==> src/rtl/mac_operand_feeder_if.sv <==
// Operand-pair handshake between the feeder and the floating-point MAC.
// The master (feeder) drives the operands and the valid/last qualifiers; the slave (MAC) drives op_ready.
interface mac_operand_feeder_if #(
  parameter int WIDTH = 16
) ();
  logic [WIDTH-1:0] op_a;
  logic [WIDTH-1:0] op_b;
  logic             op_valid;
  logic             op_last;
  logic             op_ready;

  modport master (
    output op_a,
    output op_b,
    output op_valid,
    output op_last,
    input  op_ready
  );

  modport slave (
    input  op_a,
    input  op_b,
    input  op_valid,
    input  op_last,
    output op_ready
  );
endinterface

==> src/rtl/mac_operand_feeder.sv <==
// Pops A/B operand words from a 1-cycle-latency FIFO and presents them to the MAC in pairs,
// flagging the final pair of each vector and pulsing done once that pair is accepted.
module mac_operand_feeder #(
  parameter int WIDTH = 16,
  parameter int CNT_W = 8
) (
  input  logic             clk,
  input  logic             rstn,
  input  logic             start,
  input  logic [CNT_W-1:0] vec_len,
  input  logic             abort,
  input  logic             fifo_empty,
  input  logic [WIDTH-1:0] fifo_rddata,
  output logic             fifo_rden,
  output logic             busy,
  output logic             done,
  mac_operand_feeder_if.master mac
);

  typedef enum logic [2:0] {
    IDLE,
    FETCH_A,
    CAP_A,
    FETCH_B,
    CAP_B,
    ISSUE
  } state_t;

  state_t           state;
  logic [CNT_W-1:0] count;
  logic [CNT_W-1:0] len_q;

  assign busy = (state != IDLE);

  // Each FETCH state pops once and then leaves, so a pop can never repeat; abort suppresses the pop.
  assign fifo_rden = ((state == FETCH_A) || (state == FETCH_B)) && !fifo_empty && !abort;

  always_ff @(posedge clk or negedge rstn) begin
    if (!rstn) begin
      state        <= IDLE;
      count        <= '0;
      len_q        <= '0;
      done         <= 1'b0;
      mac.op_a     <= '0;
      mac.op_b     <= '0;
      mac.op_valid <= 1'b0;
      mac.op_last  <= 1'b0;
    end else begin
      done <= 1'b0;
      if (abort) begin
        state        <= IDLE;
        count        <= '0;
        mac.op_valid <= 1'b0;
        mac.op_last  <= 1'b0;
      end else begin
        case (state)
          IDLE: begin
            if (start && (vec_len != '0)) begin
              len_q <= vec_len;
              count <= '0;
              state <= FETCH_A;
            end
          end
          FETCH_A: begin
            if (!fifo_empty) state <= CAP_A;
          end
          CAP_A: begin
            mac.op_a <= fifo_rddata;
            state    <= FETCH_B;
          end
          FETCH_B: begin
            if (!fifo_empty) state <= CAP_B;
          end
          CAP_B: begin
            mac.op_b     <= fifo_rddata;
            mac.op_valid <= 1'b1;
            // count stops at len-1, so len up to 2^CNT_W-1 never wraps
            mac.op_last  <= (count == (len_q - CNT_W'(1)));
            state        <= ISSUE;
          end
          ISSUE: begin
            if (mac.op_ready) begin
              mac.op_valid <= 1'b0;
              mac.op_last  <= 1'b0;
              count        <= count + CNT_W'(1);
              if (mac.op_last) begin
                done  <= 1'b1;
                state <= IDLE;
              end else begin
                state <= FETCH_A;
              end
            end
          end
          default: state <= IDLE;
        endcase
      end
    end
  end

endmodule

==> src/flat_wrapper.sv <==
// flat-port wrapper written by rule: the top's interface ports become plain ports
module mac_operand_feeder_flat 
#(
  parameter int WIDTH = 16,
  parameter int CNT_W = 8
)
  (clk, rstn, start, vec_len, abort, fifo_empty, fifo_rddata, fifo_rden, busy, done, mac_op_a, mac_op_b, mac_op_valid, mac_op_last, mac_op_ready);
  mac_operand_feeder_if #(.WIDTH(WIDTH)) mac_i ();
  input  logic clk;
  input  logic rstn;
  input  logic start;
  input  logic [CNT_W-1:0] vec_len;
  input  logic abort;
  input  logic fifo_empty;
  input  logic [WIDTH-1:0] fifo_rddata;
  output logic fifo_rden;
  output logic busy;
  output logic done;
  output wire logic [$bits(mac_i.op_a)-1:0] mac_op_a;
  output wire logic [$bits(mac_i.op_b)-1:0] mac_op_b;
  output wire logic [$bits(mac_i.op_valid)-1:0] mac_op_valid;
  output wire logic [$bits(mac_i.op_last)-1:0] mac_op_last;
  input wire logic [$bits(mac_i.op_ready)-1:0] mac_op_ready;
  assign mac_op_a = mac_i.op_a;
  assign mac_op_b = mac_i.op_b;
  assign mac_op_valid = mac_i.op_valid;
  assign mac_op_last = mac_i.op_last;
  assign mac_i.op_ready = mac_op_ready;
  mac_operand_feeder #(.WIDTH(WIDTH), .CNT_W(CNT_W)) u_core (.clk(clk), .rstn(rstn), .start(start), .vec_len(vec_len), .abort(abort), .fifo_empty(fifo_empty), .fifo_rddata(fifo_rddata), .fifo_rden(fifo_rden), .busy(busy), .done(done), .mac(mac_i));
endmodule
==> config.mk <==
export PLATFORM = sky130hd
export DESIGN_NAME = mac_operand_feeder_flat
export DESIGN_NICKNAME = d
export VERILOG_FILES = /design/src/rtl/mac_operand_feeder_if.sv /design/src/rtl/mac_operand_feeder.sv /design/src/flat_wrapper.sv
export SDC_FILE = /design/constraint.sdc
export NUM_CORES = 1
export LEC_CHECK = 0
export ABC_AREA = 1
export CAP_MARGIN = 20
export CORE_ASPECT_RATIO = 1.75
export CORE_MARGIN = 3
export CORE_UTILIZATION = 53
export DETAILED_ROUTE_END_ITERATION = 10
export GPL_TIMING_DRIVEN = 0
export HOLD_SLACK_MARGIN = 0.1
export PLACE_DENSITY = 0.82
export SLEW_MARGIN = 40
export SYNTH_ARGS = -nofsm -noshare
export SYNTH_HDL_FRONTEND = slang
export SYNTH_SLANG_ARGS = --single-unit
==> constraint.sdc <==
create_clock -name clk -period 3.18 [get_ports clk]
set_clock_uncertainty 0.2 [all_clocks]
set_input_delay 0.954 -clock clk [delete_from_list [all_inputs] [get_ports clk]]
set_output_delay 0.954 -clock clk [all_outputs]
set_load 0.02 [all_outputs]
==> results.yml, run 1 <==
worst_setup_path:
  start_kind: "input port"
  path_class: "input port to primary output"
  crit_fanout: 3
  crit_path_start: "fifo_empty"
  required_ns: 2.03
  r2r_start: "u_core.len_q[0]"
  cp_data_arrival_time_ns: 1.85
  end_kind: "primary output"
  reg2reg_slack_ns: 1.43
synthesis:
  seq_area_frac_synth_pct: 49.6
  ys_warn_count: 0
  synth_area_per_cell_sq_um: 7.93
  dominantRegCellSynth: "dfrtp_1"
  netlist_area_sq_mm: 0.00273
  yosysTopAreaCellShare_pct: 49.6
  ys_ff_latch: 54
  netlist_instances: 344
  synth_edf_count: 0
  synth.distinct_cells: 28
  synth.largest_area_cell: "dfrtp_1"
  ys_top_cells_by_count: "nand2_1, dfrtp_1, inv_1, o21ai_0, nor2_1"
  synth.most_common_cell: "nand2_1"
  synthArstFlopShare_pct: 100
  yosys-top-cells-area: "dfrtp_1, nand2_1, inv_1, o21ai_0, nand3_1"
  syn_nets: 376
outcome:
  run_status: "finished clean"
clock_tree:
  clock_latency_ns: 0.31
  clockBufferDepth: 2
  tritoncts.num_buffers: 5
  htreeDepth: 2
  cts.sinks: 54
  cts_tree: "built"
  cts_hold_buffers: 0
  cts_setup_buffers: 0
  cts_root_buf: "clkbuf_8"
  clk_pin_slew_ns: 0.10
timing:
  slew_viol_final: 0
  setup_viol: 0
  tns_ns: 0
  worst_slew_pin_slew_ns: 0.509
  grt_setup_unrepaired: "no"
  max_freq_ghz: 0.333
  fin_crit_sh_pct: 94.5
  hold_viol: 0
  relSlewSlack_pct: 65.7
  fin_crit_ns: 3.00
detailed_routing:
  ant_nets: 0
  routed_wirelength_um: 6490
  vias_per_cell: 5.17
  route.detailed.drc: 0
  wl_per_cell_um: 13.8
  vias: 2432
  drtPass1Iterations: 4
  detail_route.iter0.violations: 93
placement:
  place_area_sq_mm: 0.00346
  port_buffers: 65
  routabilityCongestion: 0.857
  dp_hpwl_um: 5000
cells_and_area:
  multi_input_comb_area_sq_mm: 0.00111
  diodes: 0
  stdcell_area_sq_mm: 0.00360
  area_growth_pct: 32.1
  fin_util_pct: 74.5
  nFillCells: 388
  layout.area.seq_sq_mm: 0.00135
  drive_gt1_share_pct: 6.94
  nets: 449
floorplan:
  die_x_um: 60.2
  dieHeight_um: 101
  core_region_area_sq_mm: 0.00483
  row_count: 33
  io_pins: 67
  dieArea_sq_mm: 0.00607
  initial_core_util_pct: 56.4
global_route:
  antenna_found_initial: 0
  grt_max_degree: 41
  grt_pass1_wl_um: 10700
  grt_pass1_vias: 2388
  track_usage_pct: 23.1
  overflow: 0
worst_hold_path:
  hold_path.class: "input port to asynchronous set/reset pin"
power:
  vdd_drop_max_uv: 789
  sw_frac_of_total_pct: 36.0
  p_sw_mw: 0.967
  p_clk_share_pct: 20.9
  power.share.combinational_pct: 40.5
  p_int_mw: 1.72
  p_leak_nw: 1.79
  p_seq_share_pct: 38.6
  p_per_area_mw_per_mm2: 745
flow_run:
  cap_violations: 0
-- power by group through the flow --
stage / registers (mW) / logic, mW / clock network (mW)
2_1_floorplan: 1.21 / 0.419 / 0
3_3_place_gp: 1.04 / 1.06 / 0
3_5_place_dp: 1.04 / 1.09 / 0
4_1_cts: 1.04 / 1.10 / 0.569
5_1_grt: 1.06 / 1.19 / 0.587
6_report: 1.04 / 1.09 / 0.560
-- flip-flops by register name (all words and copies together) (netlist names) --
signal	count
u_core.mac.op_valid	1
u_core.len_q	8
u_core.mac.op_a	16
u_core.mac.op_b	16
u_core.state	3
u_core.count	8
u_core.mac.op_last	1
u_core.done	1
-- stage by stage --
step	hold slack (ns)	setup slack, ns	power (mW)	cells
floorplan	0.278	0.462	1.63	344
global placement	0.265	-0.640	2.10	461
detailed placement	0.274	-0.109	2.13	462
CTS	0.288	0.159	2.70	470
global route	0.288	0.135	2.84	470
finish	0.286	0.175	2.68	470
-- worst max-delay path: stages --
cell and delay [ns]:
clkdlybuf4s50_1 0.45, nor2_1 0.11, dlygate4sd2_1 0.34
-- final timing paths --
kind | end | cells past startpoint
max | fifo_rden | 3
max in group asynchronous | u_core.mac.op_b[9] | 2
max reg2reg | u_core.mac.op_last | 11
min reg2reg | u_core.mac.op_b[4] | 2
min in group clk | u_core.mac.op_b[4] | 2
min | u_core.mac.op_last | 1
-- per-layer routing --
layer  vias up  share of wire [%]  track usage [%]
li1       1220                  -                -
met1      1137                 39             26.0
met2        63                 54             40.8
met3        12                4.4             5.00
met4         0                2.6             9.22
met5         -                  0                0
-- kinds of logic (layout without fill, tap and decap cells) --
group / count (synthesis) / count (layout) / synth area share (%)
simple gates: 169 / 169 / 27.6
flops: 54 / 54 / 49.6
fa+ha+maj: 2 / 2 / 0.918
buf+inv: 63 / 137 / 9.73
compound gates: 49 / 49 / 9.96
xor+xnor: 7 / 7 / 2.25
-- timing repair --
item                                   in CTS  in global routing
endpoints found under the hold margin       0                  0
resized for setup                           1                  0
setup endpoints to repair                   1                  0
-- area by class of cell --
type | count | area share (%)
sequential | 54 | 37.5
clock inverter | 2 | 1.67
clock buffer | 6 | 2.29
buffer | 9 | 1.53
timing repair buffer | 66 | 18.5
inverter | 54 | 5.84
multi-input combinational | 227 | 30.8
tap | 52 | 1.81
-- cell usage in the layout, fill, tap and decap left out, drive strengths merged --
master / instances
dlygate4sd2: 1
bufinv: 2
clkdlybuf4s50: 63
clkbuf: 13
nand4: 6
nor3: 5
nand2: 101
inv: 54
xnor2: 4
o21ai: 38
dfrtp: 54
nor2: 30
o31a: 1
a21oi: 7
ha: 2
nand3: 27
xor2: 3
buf: 4
o31ai: 2
o211ai: 1
Power figures use the tool's default switching activity.
==> run 2, diff against run 1 <==
CORE_UTILIZATION = 30   (was 53)
PLACE_DENSITY = 0.5   (was 0.82)
==> results.yml, run 2 (synthesis gave the netlist of run 1 again) <==
detailed_routing:
  vias: 2381
  drtPass1Iterations: 4
  ant_nets: 0
  wl_per_cell_um: 13.2
  routed_wirelength_um: 7040
  route.detailed.drc: 0
  vias_per_cell: 4.45
  detail_route.iter0.violations: 62
timing:
  whs_ns: 0.274
  fin_crit_ns: 3.03
  worst_slew_pin_slew_ns: 0.587
  hold_viol: 0
  relSlewSlack_pct: 60.9
  fin_crit_sh_pct: 95.3
  slew_viol_final: 0
  tns_ns: 0
  grt_setup_unrepaired: "no"
  max_freq_ghz: 0.330
  setup_slack_ns: 0.149
  setup_viol: 0
flow_run:
  cap_violations: 0
power:
  power_mw: 2.68
  vdd_drop_max_uv: 387
  p_per_area_mw_per_mm2: 726
  p_seq_share_pct: 38.5
  sw_frac_of_total_pct: 36.7
  p_sw_mw: 0.983
  power.share.combinational_pct: 40.4
  p_clk_share_pct: 21.1
  p_int_mw: 1.70
  p_leak_nw: 1.79
placement:
  dp_hpwl_um: 5550
  pre_cts_ws_ns: -0.143
  routabilityCongestion: 0.847
  dp.cells: 527
  port_buffers: 65
clock_tree:
  htreeDepth: 2
  tritoncts.num_buffers: 5
  cts_hold_buffers: 0
  cts.sinks: 54
  cts_root_buf: "clkbuf_16"
  cts_tree: "built"
  ctsResizeCount: 1
  clockBufferDepth: 2
  clock_latency_ns: 0.29
  cts_setup_buffers: 0
  clk_pin_slew_ns: 0.07
floorplan:
  row_count: 45
  dieArea_sq_mm: 0.0103
  initial_core_util_pct: 31.0
  core_region_area_sq_mm: 0.00878
  dieHeight_um: 132
  die_x_um: 78.1
  io_pins: 67
worst_hold_path:
  hold_path.class: "flip-flop to flip-flop"
  whs_path_depth: 2
cells_and_area:
  layout_common_cells: "nand2_1, clkdlybuf4s50_1, dfrtp_1, inv_1, o21ai_0"
  drive_gt1_share_pct: 6.94
  nFillCells: 929
  diodes: 0
  layout_commonest_cell: "nand2_1"
  nets: 449
  area_growth_pct: 35.5
  fin_cells: 535
  reg.largest.list: "u_core.mac.op_a x16, u_core.mac.op_b x16"
worst_setup_path:
  end_kind: "primary output"
  required_ns: 2.03
  start_kind: "input port"
  crit_fanout: 3
  r2r_cells: 11
  path_class: "input port to primary output"
  reg2reg_slack_ns: 1.34
  cp_data_arrival_time_ns: 1.88
global_route:
  grt_pass1_wl_um: 12000
  grt_pass1_vias: 2520
  antenna_found_initial: 0
  overflow: 0
  grt_max_degree: 41
  track_usage_pct: 14.7
outcome:
  run_status: "finished clean"
-- run 2: cell types whose count changed in the layout (fill, tap and decap cells not counted), sizes merged --
cell / previous run / this run
bufinv: 2 / 0
clkinvlp: 0 / 1
inv: 54 / 55
-- run 2: worst max-delay path, stage by stage --
cell and delay, ns:
clkdlybuf4s50_1 0.46, nor2_1 0.13, dlygate4sd2_1 0.34
-- run 2: power groups by stage --
stage	Combinational, mW	Clock (mW)	Sequential (mW)
6_report	1.08	0.566	1.03
5_1_grt	1.21	0.618	1.06
4_1_cts	1.11	0.590	1.04
3_5_place_dp	1.10	0	1.04
3_3_place_gp	1.09	0	1.04
2_1_floorplan	0.419	0	1.21
-- run 2: final timing paths --
path | from | endpoint
min in group asynchronous | rstn | u_core.mac.op_b[8]
min | u_core.mac.op_valid | u_core.mac.op_valid
max in group asynchronous | rstn | u_core.len_q[6]
min reg2reg | u_core.mac.op_valid | u_core.mac.op_valid
max reg2reg | u_core.len_q[0] | u_core.mac.op_last
max | fifo_empty | fifo_rden
-- run 2: metal layers --
layer  routed length [um]  GRT usage [%]  up-vias  share of wire [%]
met3                  356           4.04        9                5.1
li1                     -              -     1224                  -
met5                    0              0        -                  0
met4                  153           5.45        0                2.2
met1                 2620           14.6     1102                 37
met2                 3910           28.1       46                 56
-- run 2: layout make-up --
type,instances,area (sq um),share of cell area [%]
Timing Repair Buffer,66,667,18.0
Tap cell,117,146,3.96
Sequential cell,54,1350,36.6
Buffer,9,55.1,1.49
Clock buffer,6,139,3.76
Inverter,54,210,5.69
Clock inverter,2,16.3,0.440
Multi-Input combinational cell,227,1110,30.0
-- run 2: per-stage QoR --
stage	area [sq um]	utilization [%]
2_1_floorplan	2730	-
3_3_place_gp	3520	40.1
3_5_place_dp	3540	40.3
4_1_cts	3690	42.1
5_1_grt	3690	42.1
6_report	3690	42.1
==> run 3, diff against run 2 <==
CAP_MARGIN = 0   (was 20)
CORE_MARGIN = 2   (was 3)
==> results.yml, run 3 (synthesis gave the netlist of run 1 again) <==
clock_tree:
  tritoncts.num_buffers: 5
  clk_pin_slew_ns: 0.07
  htreeDepth: 2
  clockBufferDepth: 2
  cts_tree: "built"
  clock_latency_ns: 0.30
  cts_setup_buffers: 0
  cts.sinks: 54
  cts_root_buf: "clkbuf_16"
timing:
  max_freq_ghz: 0.331
  slew_viol_final: 0
  setup_viol: 0
  grt_setup_unrepaired: "no"
  relSlewSlack_pct: 60.7
  worst_slew_pin_slew_ns: 0.584
  hold_viol: 0
  fin_crit_sh_pct: 95.0
  fin_crit_ns: 3.02
cells_and_area:
  nets: 449
  nFillCells: 983
  stdcell_area_sq_mm: 0.00369
  diodes: 0
  fin_cells: 538
  reg.largest.list: "u_core.mac.op_a x16, u_core.mac.op_b x16"
  drive_gt1_share_pct: 6.70
  layout_commonest_cell: "nand2_1"
  layout_common_cells: "nand2_1, clkdlybuf4s50_1, dfrtp_1, inv_1, o21ai_0"
  area_growth_pct: 35.3
  fin_util_pct: 41.1
placement:
  place_area_sq_mm: 0.00354
  routabilityCongestion: 0.824
  dp_hpwl_um: 5550
  dp.cells: 530
  port_buffers: 65
detailed_routing:
  vias: 2400
  routed_wirelength_um: 7080
  ant_nets: 0
  drtPass1Iterations: 4
  wl_per_cell_um: 13.2
  route.detailed.drc: 0
  vias_per_cell: 4.46
  detail_route.iter0.violations: 56
global_route:
  grt_pass1_vias: 2450
  grt_pass1_wl_um: 11800
  grt_max_degree: 43
  track_usage_pct: 15.3
  overflow: 0
  antenna_found_initial: 0
worst_setup_path:
  end_kind: "primary output"
  worstSetupPathDepth: 3
  start_kind: "input port"
  path_cells: "clkdlybuf4s50_1, nor2_1, dlygate4sd2_1"
  crit_end: "fifo_rden"
  max_stage_delay_ns: 0.47
  path_class: "input port to primary output"
  r2r_start: "u_core.len_q[0]"
  crit_path_start: "fifo_empty"
  r2r_cells: 11
  crit_fanout: 3
  required_ns: 2.03
  crit_buf_inv: 2
  critPathSlowestCell: "clkdlybuf4s50_1"
  r2r-end: "u_core.mac.op_last"
  cp_data_arrival_time_ns: 1.87
  crit_family: "buffers and inverters"
  reg2reg_slack_ns: 1.31
power:
  p_leak_nw: 1.79
  p_per_area_mw_per_mm2: 724
  vdd_drop_max_uv: 347
outcome:
  run_status: "finished clean"
floorplan:
  die_x_um: 76.1
  initial_core_util_pct: 30.4
  dieArea_sq_mm: 0.00990
  row_count: 46
  dieHeight_um: 130
  io_pins: 67
  core_region_area_sq_mm: 0.00898
worst_hold_path:
  whs_path_depth: 2
  min-delay-start: "u_core.mac.op_valid"
  hold_path.class: "flip-flop to flip-flop"
flow_run:
  cap_violations: 0
## run 3: changes by cell type in the layout (fill, tap and decap cells not counted), sizes merged
| cell | delta |
|---|---|
| clkinvlp | -1 |
| clkinv | +1 |
## run 3: per-layer routing
layer	track usage (%)	vias up	part of all wire, %
li1	-	1226	-
met1	15.3	1104	38
met2	29.3	57	53
met3	3.39	13	4.9
met4	8.56	0	3.7
met5	0	-	0
## run 3: report_power, final
part | leakage (nW) | internal [mW] | switching (mW)
sequential | 0.700 | 0.892 | 0.138
clock | 0.0714 | 0.297 | 0.261
combinational | 1.02 | 0.489 | 0.592
## run 3: repair_timing
action | in CTS | in global routing
resized for setup | 1 | 0
setup endpoints to repair | 1 | 0
hold buffers | 0 | 0
## run 3: worst min-delay path by stage
stage / endpoint / slack [ns]
global placement: u_core.mac.op_valid / 0.26
finish: u_core.mac.op_valid / 0.28
detailed placement: u_core.mac.op_valid / 0.27
floorplan: u_core.len_q[7] / 0.28
global route: u_core.mac.op_valid / 0.30
CTS: u_core.mac.op_valid / 0.28
## run 3: metrics by stage
| step | power (mW) | hold WS [ns] | setup slack, ns | setup TNS [ns] |
|---|---|---|---|---|
| 6_report | 2.67 | 0.277 | 0.158 | 0 |
| 5_1_grt | 2.85 | 0.300 | 0.109 | 0 |
| 4_1_cts | 2.71 | 0.285 | 0.139 | 0 |
| 3_5_place_dp | 2.14 | 0.272 | -0.137 | -0.137 |
| 3_3_place_gp | 2.13 | 0.259 | -0.852 | -45.74 |
| 2_1_floorplan | 1.63 | 0.278 | 0.462 | 0 |
## run 3: layout make-up
| class | instances | area [sq um] | share of cell area (%) |
|---|---|---|---|
| Clock inverter | 2 | 17.5 | 0.475 |
| Timing Repair Buffer | 66 | 667 | 18.1 |
| Tap cell | 120 | 150 | 4.07 |
| Inverter | 54 | 210 | 5.70 |
| Clock buffer | 6 | 129 | 3.49 |
| Multi-Input combinational cell | 227 | 1110 | 30.1 |
| Buffer | 9 | 55.1 | 1.49 |
| Sequential cell | 54 | 1350 | 36.6 |
## run 3: worst reg2reg max path, delay by kind of cell (launching register included)
| family | cells | cell delay, ns |
|---|---|---|
| flops | 1 | 0.40 |
| buf+inv | 2 | 0.21 |
| simple gates | 8 | 0.73 |
| fa+ha+maj | 1 | 0.28 |
